`config.mk`:
```
export PLATFORM = sky130hd
export DESIGN_NAME = rv_dmem_arb_flat
export DESIGN_NICKNAME = d
export VERILOG_FILES = /design/src/rtl/rv_dmem_arb_pkg.sv /design/src/rtl/rv_dmem_arb_if.sv /design/src/rtl/rv_dmem_arb.sv /design/src/flat_wrapper.sv
export SDC_FILE = /design/constraint.sdc
export NUM_CORES = 1
export LEC_CHECK = 0
export BUFFER_PORTS_ARGS = -buffer_cell sky130_fd_sc_hd__clkbuf_2
export CAP_MARGIN = 20
export CORE_AREA = 2 2 119 121
export CTS_BUF_LIST = sky130_fd_sc_hd__clkbuf_4
export CTS_CLUSTER_SIZE = 14
export DETAILED_ROUTE_END_ITERATION = 7
export DIE_AREA = 0 0 121 123
export PLACE_DENSITY_LB_ADDON = 0.3
export SYNTH_ARGS = -nofsm -noshare
export SYNTH_HDL_FRONTEND = slang
export SYNTH_SLANG_ARGS = --single-unit
```
`constraint.sdc`:
```
create_clock -name clk -period 1.34 [get_ports clk]
set_input_delay 0.268 -clock clk [delete_from_list [all_inputs] [get_ports clk]]
set_output_delay 0.268 -clock clk [all_outputs]
set_load 0.01 [all_outputs]
```
`src/rtl/rv_dmem_arb_pkg.sv`:
```
// Shared types for the data-memory arbiter: read-owner tags, FSM states
// and the load-owner helper used when a grant is issued.
package rv_dmem_arb_pkg;

   localparam int unsigned WAIT_CNT_W = 8;

   typedef enum logic [1:0] {
      NONE = 2'd0,
      CORE = 2'd1,
      AUX  = 2'd2
   } t_dmem_owner;

   typedef enum logic {
      CORE_PRIO = 1'b0,
      AUX_PRIO  = 1'b1
   } t_dmem_arb_state;

   function automatic t_dmem_owner f_load_owner(input logic core_gnt, input logic core_we,
                                                input logic aux_gnt, input logic aux_we);
      t_dmem_owner own;
      own = NONE;
      if (core_gnt && !core_we)
         own = CORE;
      else if (aux_gnt && !aux_we)
         own = AUX;
      return own;
   endfunction

endpackage

```
`src/rtl/rv_dmem_arb_if.sv`:
```
// Bus bundle between the core memory stage, the aux (loader/debug) port
// and the single-port data SRAM.
interface rv_dmem_arb_if;

   logic        core_req_Q103H;
   logic        core_we_Q103H;
   logic [31:0] core_addr_Q103H;
   logic [31:0] core_wdata_Q103H;
   logic [3:0]  core_be_Q103H;
   logic        core_stall_Q103H;
   logic [31:0] core_rdata_Q104H;
   logic        core_rvalid_Q104H;

   logic        aux_req;
   logic        aux_we;
   logic [31:0] aux_addr;
   logic [31:0] aux_wdata;
   logic [3:0]  aux_be;
   logic        aux_gnt;
   logic [31:0] aux_rdata;
   logic        aux_rvalid;

   logic        mem_cs;
   logic        mem_we;
   logic [31:0] mem_addr;
   logic [31:0] mem_wdata;
   logic [3:0]  mem_be;
   logic [31:0] mem_rdata;

   modport slave (
      input  core_req_Q103H, core_we_Q103H, core_addr_Q103H, core_wdata_Q103H, core_be_Q103H,
      output core_stall_Q103H, core_rdata_Q104H, core_rvalid_Q104H,
      input  aux_req, aux_we, aux_addr, aux_wdata, aux_be,
      output aux_gnt, aux_rdata, aux_rvalid,
      output mem_cs, mem_we, mem_addr, mem_wdata, mem_be,
      input  mem_rdata
   );

   modport master (
      output core_req_Q103H, core_we_Q103H, core_addr_Q103H, core_wdata_Q103H, core_be_Q103H,
      input  core_stall_Q103H, core_rdata_Q104H, core_rvalid_Q104H,
      output aux_req, aux_we, aux_addr, aux_wdata, aux_be,
      input  aux_gnt, aux_rdata, aux_rvalid,
      input  mem_cs, mem_we, mem_addr, mem_wdata, mem_be,
      output mem_rdata
   );

endinterface

```
`src/rtl/rv_dmem_arb.sv`:
```
// Core/aux arbiter for a single-port data SRAM with anti-starvation for aux.
// CORE_PRIO | core wins, aux waits and counts | AUX_PRIO | aux wins for one cycle
module rv_dmem_arb
   import rv_dmem_arb_pkg::*;
#(
   parameter int unsigned AUX_WAIT_MAX = 8
) (
   input logic           clk,
   input logic           rst,
   rv_dmem_arb_if.slave  bus
);

   localparam logic [WAIT_CNT_W-1:0] WAIT_LAST = WAIT_CNT_W'(AUX_WAIT_MAX - 1);

   t_dmem_arb_state       r_state;
   logic [WAIT_CNT_W-1:0] r_wait_cnt;
   t_dmem_owner           r_rd_owner;

   logic w_core_gnt;
   logic w_aux_gnt;
   logic w_aux_denied;

   always_comb begin
      w_core_gnt = 1'b0;
      w_aux_gnt  = 1'b0;
      if (r_state == AUX_PRIO) begin
         w_aux_gnt  = bus.aux_req;
         w_core_gnt = bus.core_req_Q103H & ~bus.aux_req;
      end else begin
         w_core_gnt = bus.core_req_Q103H;
         w_aux_gnt  = bus.aux_req & ~bus.core_req_Q103H;
      end
   end

   assign w_aux_denied         = bus.aux_req & ~w_aux_gnt;
   assign bus.core_stall_Q103H = bus.core_req_Q103H & ~w_core_gnt;
   assign bus.aux_gnt          = w_aux_gnt;

   always_comb begin
      bus.mem_cs    = w_core_gnt | w_aux_gnt;
      bus.mem_we    = 1'b0;
      bus.mem_addr  = '0;
      bus.mem_wdata = '0;
      bus.mem_be    = '0;
      if (w_core_gnt) begin
         bus.mem_we    = bus.core_we_Q103H;
         bus.mem_addr  = bus.core_addr_Q103H;
         bus.mem_wdata = bus.core_wdata_Q103H;
         bus.mem_be    = bus.core_be_Q103H;
      end else if (w_aux_gnt) begin
         bus.mem_we    = bus.aux_we;
         bus.mem_addr  = bus.aux_addr;
         bus.mem_wdata = bus.aux_wdata;
         bus.mem_be    = bus.aux_be;
      end
   end

   always_ff @(posedge clk or posedge rst) begin
      if (rst) begin
         r_state    <= CORE_PRIO;
         r_wait_cnt <= '0;
         r_rd_owner <= NONE;
      end else begin
         case (r_state)
            CORE_PRIO: if (w_aux_denied && (r_wait_cnt >= WAIT_LAST)) r_state <= AUX_PRIO;
            AUX_PRIO:  r_state <= CORE_PRIO;
            default:   r_state <= CORE_PRIO;
         endcase
         if (w_aux_denied && (r_wait_cnt != '1))
            r_wait_cnt <= r_wait_cnt + 1'b1;
         else if (!w_aux_denied)
            r_wait_cnt <= '0;
         r_rd_owner <= f_load_owner(w_core_gnt, bus.core_we_Q103H, w_aux_gnt, bus.aux_we);
      end
   end

   // Read return is steered purely by the registered owner, so stall never sees mem_rdata.
   assign bus.core_rvalid_Q104H = (r_rd_owner == CORE);
   assign bus.aux_rvalid        = (r_rd_owner == AUX);
   assign bus.core_rdata_Q104H  = (r_rd_owner == CORE) ? bus.mem_rdata : '0;
   assign bus.aux_rdata         = (r_rd_owner == AUX)  ? bus.mem_rdata : '0;

endmodule

```
`src/flat_wrapper.sv`:
```
// flat-port wrapper written by rule: the top's interface ports become plain ports
module rv_dmem_arb_flat import rv_dmem_arb_pkg::*;
#(
   parameter int unsigned AUX_WAIT_MAX = 8
)
  (clk, rst, bus_core_req_Q103H, bus_core_we_Q103H, bus_core_addr_Q103H, bus_core_wdata_Q103H, bus_core_be_Q103H, bus_core_stall_Q103H, bus_core_rdata_Q104H, bus_core_rvalid_Q104H, bus_aux_req, bus_aux_we, bus_aux_addr, bus_aux_wdata, bus_aux_be, bus_aux_gnt, bus_aux_rdata, bus_aux_rvalid, bus_mem_cs, bus_mem_we, bus_mem_addr, bus_mem_wdata, bus_mem_be, bus_mem_rdata);
  rv_dmem_arb_if bus_i ();
  input logic clk;
  input logic rst;
  input wire logic [$bits(bus_i.core_req_Q103H)-1:0] bus_core_req_Q103H;
  input wire logic [$bits(bus_i.core_we_Q103H)-1:0] bus_core_we_Q103H;
  input wire logic [$bits(bus_i.core_addr_Q103H)-1:0] bus_core_addr_Q103H;
  input wire logic [$bits(bus_i.core_wdata_Q103H)-1:0] bus_core_wdata_Q103H;
  input wire logic [$bits(bus_i.core_be_Q103H)-1:0] bus_core_be_Q103H;
  output wire logic [$bits(bus_i.core_stall_Q103H)-1:0] bus_core_stall_Q103H;
  output wire logic [$bits(bus_i.core_rdata_Q104H)-1:0] bus_core_rdata_Q104H;
  output wire logic [$bits(bus_i.core_rvalid_Q104H)-1:0] bus_core_rvalid_Q104H;
  input wire logic [$bits(bus_i.aux_req)-1:0] bus_aux_req;
  input wire logic [$bits(bus_i.aux_we)-1:0] bus_aux_we;
  input wire logic [$bits(bus_i.aux_addr)-1:0] bus_aux_addr;
  input wire logic [$bits(bus_i.aux_wdata)-1:0] bus_aux_wdata;
  input wire logic [$bits(bus_i.aux_be)-1:0] bus_aux_be;
  output wire logic [$bits(bus_i.aux_gnt)-1:0] bus_aux_gnt;
  output wire logic [$bits(bus_i.aux_rdata)-1:0] bus_aux_rdata;
  output wire logic [$bits(bus_i.aux_rvalid)-1:0] bus_aux_rvalid;
  output wire logic [$bits(bus_i.mem_cs)-1:0] bus_mem_cs;
  output wire logic [$bits(bus_i.mem_we)-1:0] bus_mem_we;
  output wire logic [$bits(bus_i.mem_addr)-1:0] bus_mem_addr;
  output wire logic [$bits(bus_i.mem_wdata)-1:0] bus_mem_wdata;
  output wire logic [$bits(bus_i.mem_be)-1:0] bus_mem_be;
  input wire logic [$bits(bus_i.mem_rdata)-1:0] bus_mem_rdata;
  assign bus_i.core_req_Q103H = bus_core_req_Q103H;
  assign bus_i.core_we_Q103H = bus_core_we_Q103H;
  assign bus_i.core_addr_Q103H = bus_core_addr_Q103H;
  assign bus_i.core_wdata_Q103H = bus_core_wdata_Q103H;
  assign bus_i.core_be_Q103H = bus_core_be_Q103H;
  assign bus_core_stall_Q103H = bus_i.core_stall_Q103H;
  assign bus_core_rdata_Q104H = bus_i.core_rdata_Q104H;
  assign bus_core_rvalid_Q104H = bus_i.core_rvalid_Q104H;
  assign bus_i.aux_req = bus_aux_req;
  assign bus_i.aux_we = bus_aux_we;
  assign bus_i.aux_addr = bus_aux_addr;
  assign bus_i.aux_wdata = bus_aux_wdata;
  assign bus_i.aux_be = bus_aux_be;
  assign bus_aux_gnt = bus_i.aux_gnt;
  assign bus_aux_rdata = bus_i.aux_rdata;
  assign bus_aux_rvalid = bus_i.aux_rvalid;
  assign bus_mem_cs = bus_i.mem_cs;
  assign bus_mem_we = bus_i.mem_we;
  assign bus_mem_addr = bus_i.mem_addr;
  assign bus_mem_wdata = bus_i.mem_wdata;
  assign bus_mem_be = bus_i.mem_be;
  assign bus_i.mem_rdata = bus_mem_rdata;
  rv_dmem_arb #(.AUX_WAIT_MAX(AUX_WAIT_MAX)) u_core (.clk(clk), .rst(rst), .bus(bus_i));
endmodule
```
==> impl_metrics.ini <==
[timing]
fmax_ghz = 0.550
finalWorstSetupSlack_ps = -477
period_share = 1.36
hold_viol_final = 11
finalMaxSlewViolations = 0
rsz0062_at_grt = yes
fin_skew_ps = 1.03
max_slew_margin = 0.701
period_needed_ps = 1820
setup_viol_count_final = 136
worstMarginPinSlew_ps = 448
hold_ws_ps = -23.1

[floorplan]
core-area_sq_um = 13600
die_area_sq_um = 14900
start_util = 0.129
chipWidth_um = 121
row_count = 43
io_pins = 312
die_height_um = 123

[cts]
cts_htree_levels = 1
clock_sinks = 11
path_clk_slew_ps = 70
clock_path_buffers = 2
cts_root_buf = clkbuf_4
worstSkewPairLatency_ps = 270
cts_tree = built
holdBufCountCts = 0
cts-buffers-inserted = 3

[job]
maxCapViolations = 0

[drt]
finalWirelength_mm = 11.5
routedWlPerCell_um = 16.2
drt-pass1-iter-count = 4
vias = 3077
drt_iter0_drc = 73
antenna_left = 0
drcViolationCount = 0
vias_per_cell = 4.33

[grt]
grtUsageTotal = 0.130
antenna_found_initial = 1
grt_overflow = 0
grt_pass1_wl_mm = 14.9
grt_pass1_vias = 2874
grt_start_max_net_pins = 56

[cells_and_area]
multiInputGateArea_sq_um = 1370
drive_gt1_frac = 0.698
syn2layout_area_growth_pct = 124
nets = 705
register_area_sq_um = 277
postLayoutCoreUtil = 0.289
fillerInstances = 1471

[synthesis]
synth_ff_type = dfrtp_1
synth_enable_flop_cells = 0
async_flop_share = 1.00
yosysTopAreaCellShare = 0.344
synth_cell_types = 31
ys_warn_count = 0
synth_top_area_cell = a22o_1
synth.area.top_cells = a22o_1 34%, and2_1 23%, dfrtp_1 16%
synthCells = 213
synth.area.mux_share = 0
synth_seq_area_share = 0.157
synth-seq-cells = 11
syn_nets = 388
netlist_area_sq_um = 1760
synth_top_family_by_area = compound AO/OA/AOI/OAI gates
synth_area_per_cell_sq_um = 8.24
synth_fa_ha_area_frac = 0.00713
synth_xor_xnor_area_share = 0
synthSimpleGateAreaFrac = 0.307
synth-compound-area-share = 0.424

[placement]
gp_congestion = 0.797
port-buffer-count = 311
hpwl_mm = 9.17

[worst_setup_path]
critPathMaxFanout = 14
worstSetupPathType = reg -> out
arrival_ps = 1550
endpoint_kind = output port
cp-start-kind = flip-flop
critPathRequiredTime_ps = 1070

[pwr]
power_density_nw_per_um2 = 441
vdd_drop_max_mv = 0.217
leakagePower_nw = 2.35
p_total_mw = 1.73

[worst_hold_path]
hp-class = in -> async

[status]
outcome = finished with violations
violations = negative hold slack, negative setup slack
logic make-up (layout without fill, tap and decap cells):
group | count (synthesis) | after routing
AO/OA/AOI/OAI | 88 | 88
adder cells (fa/ha/maj) | 1 | 1
buffers and inverters | 25 | 341
flip-flops | 11 | 11
other | 0 | 1
AND/OR/NAND/NOR | 88 | 88
layer usage:
metal	GRT usage	up-vias	share of wire
met4	0.0385	0	0.013
met5	0	-	0
met3	0.0231	9	0.093
li1	-	1445	-
met2	0.252	193	0.53
met1	0.142	1430	0.37
repair_timing:
action,4_1_cts,5_1_grt
resized for setup,33,73
setup buffers,4,1
pin swaps,16,11
setup endpoints to repair,137,142
hold endpoints to repair,0,0
cloned,4,3
power by group:
part / leakage [nW] / internal (mW) / switching [mW]
Clock: 0.0184 / 0.136 / 0.116
Combinational: 2.18 / 0.621 / 0.518
Sequential: 0.149 / 0.337 / 0.00383
Total: 2.35 / 1.09 / 0.637
path summary, 6_finish.rpt:
path / from / endpoint / slack (ps) / depth (start not counted)
setup / recovery: u_core.r_state$_DFF_PP0_ / bus_mem_addr[13] / -480 / 6
hold / removal: rst / u_core.r_wait_cnt[6]$_DFFE_PP0P_ / -20 / 2
setup reg to reg: u_core.r_wait_cnt[0]$_DFFE_PP0P_ / u_core.r_wait_cnt[5]$_DFFE_PP0P_ / 20 / 4
hold reg to reg: u_core.r_wait_cnt[6]$_DFFE_PP0P_ / u_core.r_wait_cnt[6]$_DFFE_PP0P_ / 560 / 1
max in group asynchronous: rst / u_core.r_state$_DFF_PP0_ / 1030 / 2
min in group clk: bus_core_we_Q103H / u_core.r_rd_owner[0]$_DFF_PP0_ / 160 / 2
layout by cell type (no fill, tap or decap), types with 2 or more instances in the layout:
cell type	count
a31oi_1	4
nand4_1	2
o21ai_0	3
inv_1	2
buf_12	7
a22o_1	69
and2_4	22
a21oi_1	4
buf_4	7
o311a_1	2
clkbuf_2	249
buf_8	3
clkbuf_16	2
buf_6	5
a21boi_4	2
o21bai_1	2
clkbuf_4	4
nor2b_4	2
dfrtp_1	10
buf_16	5
and2_1	42
nor3_1	4
buf_2	56
nand2_1	3
nand3_1	4
registers in the layout, summed over array words and instances, names as in the netlist:
| name | flops |
|---|---|
| u_core.r_rd_owner | 2 |
| u_core.r_state | 1 |
| u_core.r_wait_cnt | 8 |
worst max-delay path, stage by stage (launching register included):
cell and delay, ps:
dfrtp_2 440, inv_2 90, a21boi_4 60, buf_12 150
clkbuf_16 170, a22o_1 220, buf_2 140
final cells by class:
type | count | area share
tap | 180 | 0.0573
clock buffer | 4 | 0.00765
multi-input combinational | 177 | 0.350
sequential | 11 | 0.0704
inverter | 3 | 0.00287
timing repair buffer | 334 | 0.511
antenna | 1 | 0.000637
cells in the mapped netlist (all sizes together), types with 3 or more instances:
cell type / count
a22o: 69
and2: 64
buf: 16
dfrtp: 11
clkbuf: 6
a21oi: 4
a31oi: 4
nand3: 4
nor3: 4
a21boi: 3
inv: 3
nand2: 3
nor2b: 3
o21ai: 3
metrics by stage:
stage / cells / instance area, sq um / TNS [ps] / hold WS (ps) / setup WS [ps]
after floorplan: 213 / 1760 / -4230 / 120 / -72.5
after global placement: 693 / 3500 / -9890 / 303 / -175
after detailed placement: 693 / 3500 / -10630 / 304 / -190
after CTS: 705 / 3790 / -54010 / 0.596 / -513
after global routing: 709 / 3930 / -60740 / 23.0 / -545
final: 710 / 3930 / -50790 / -23.1 / -477
No activity file was read; power rests on OpenSTA's default activity.
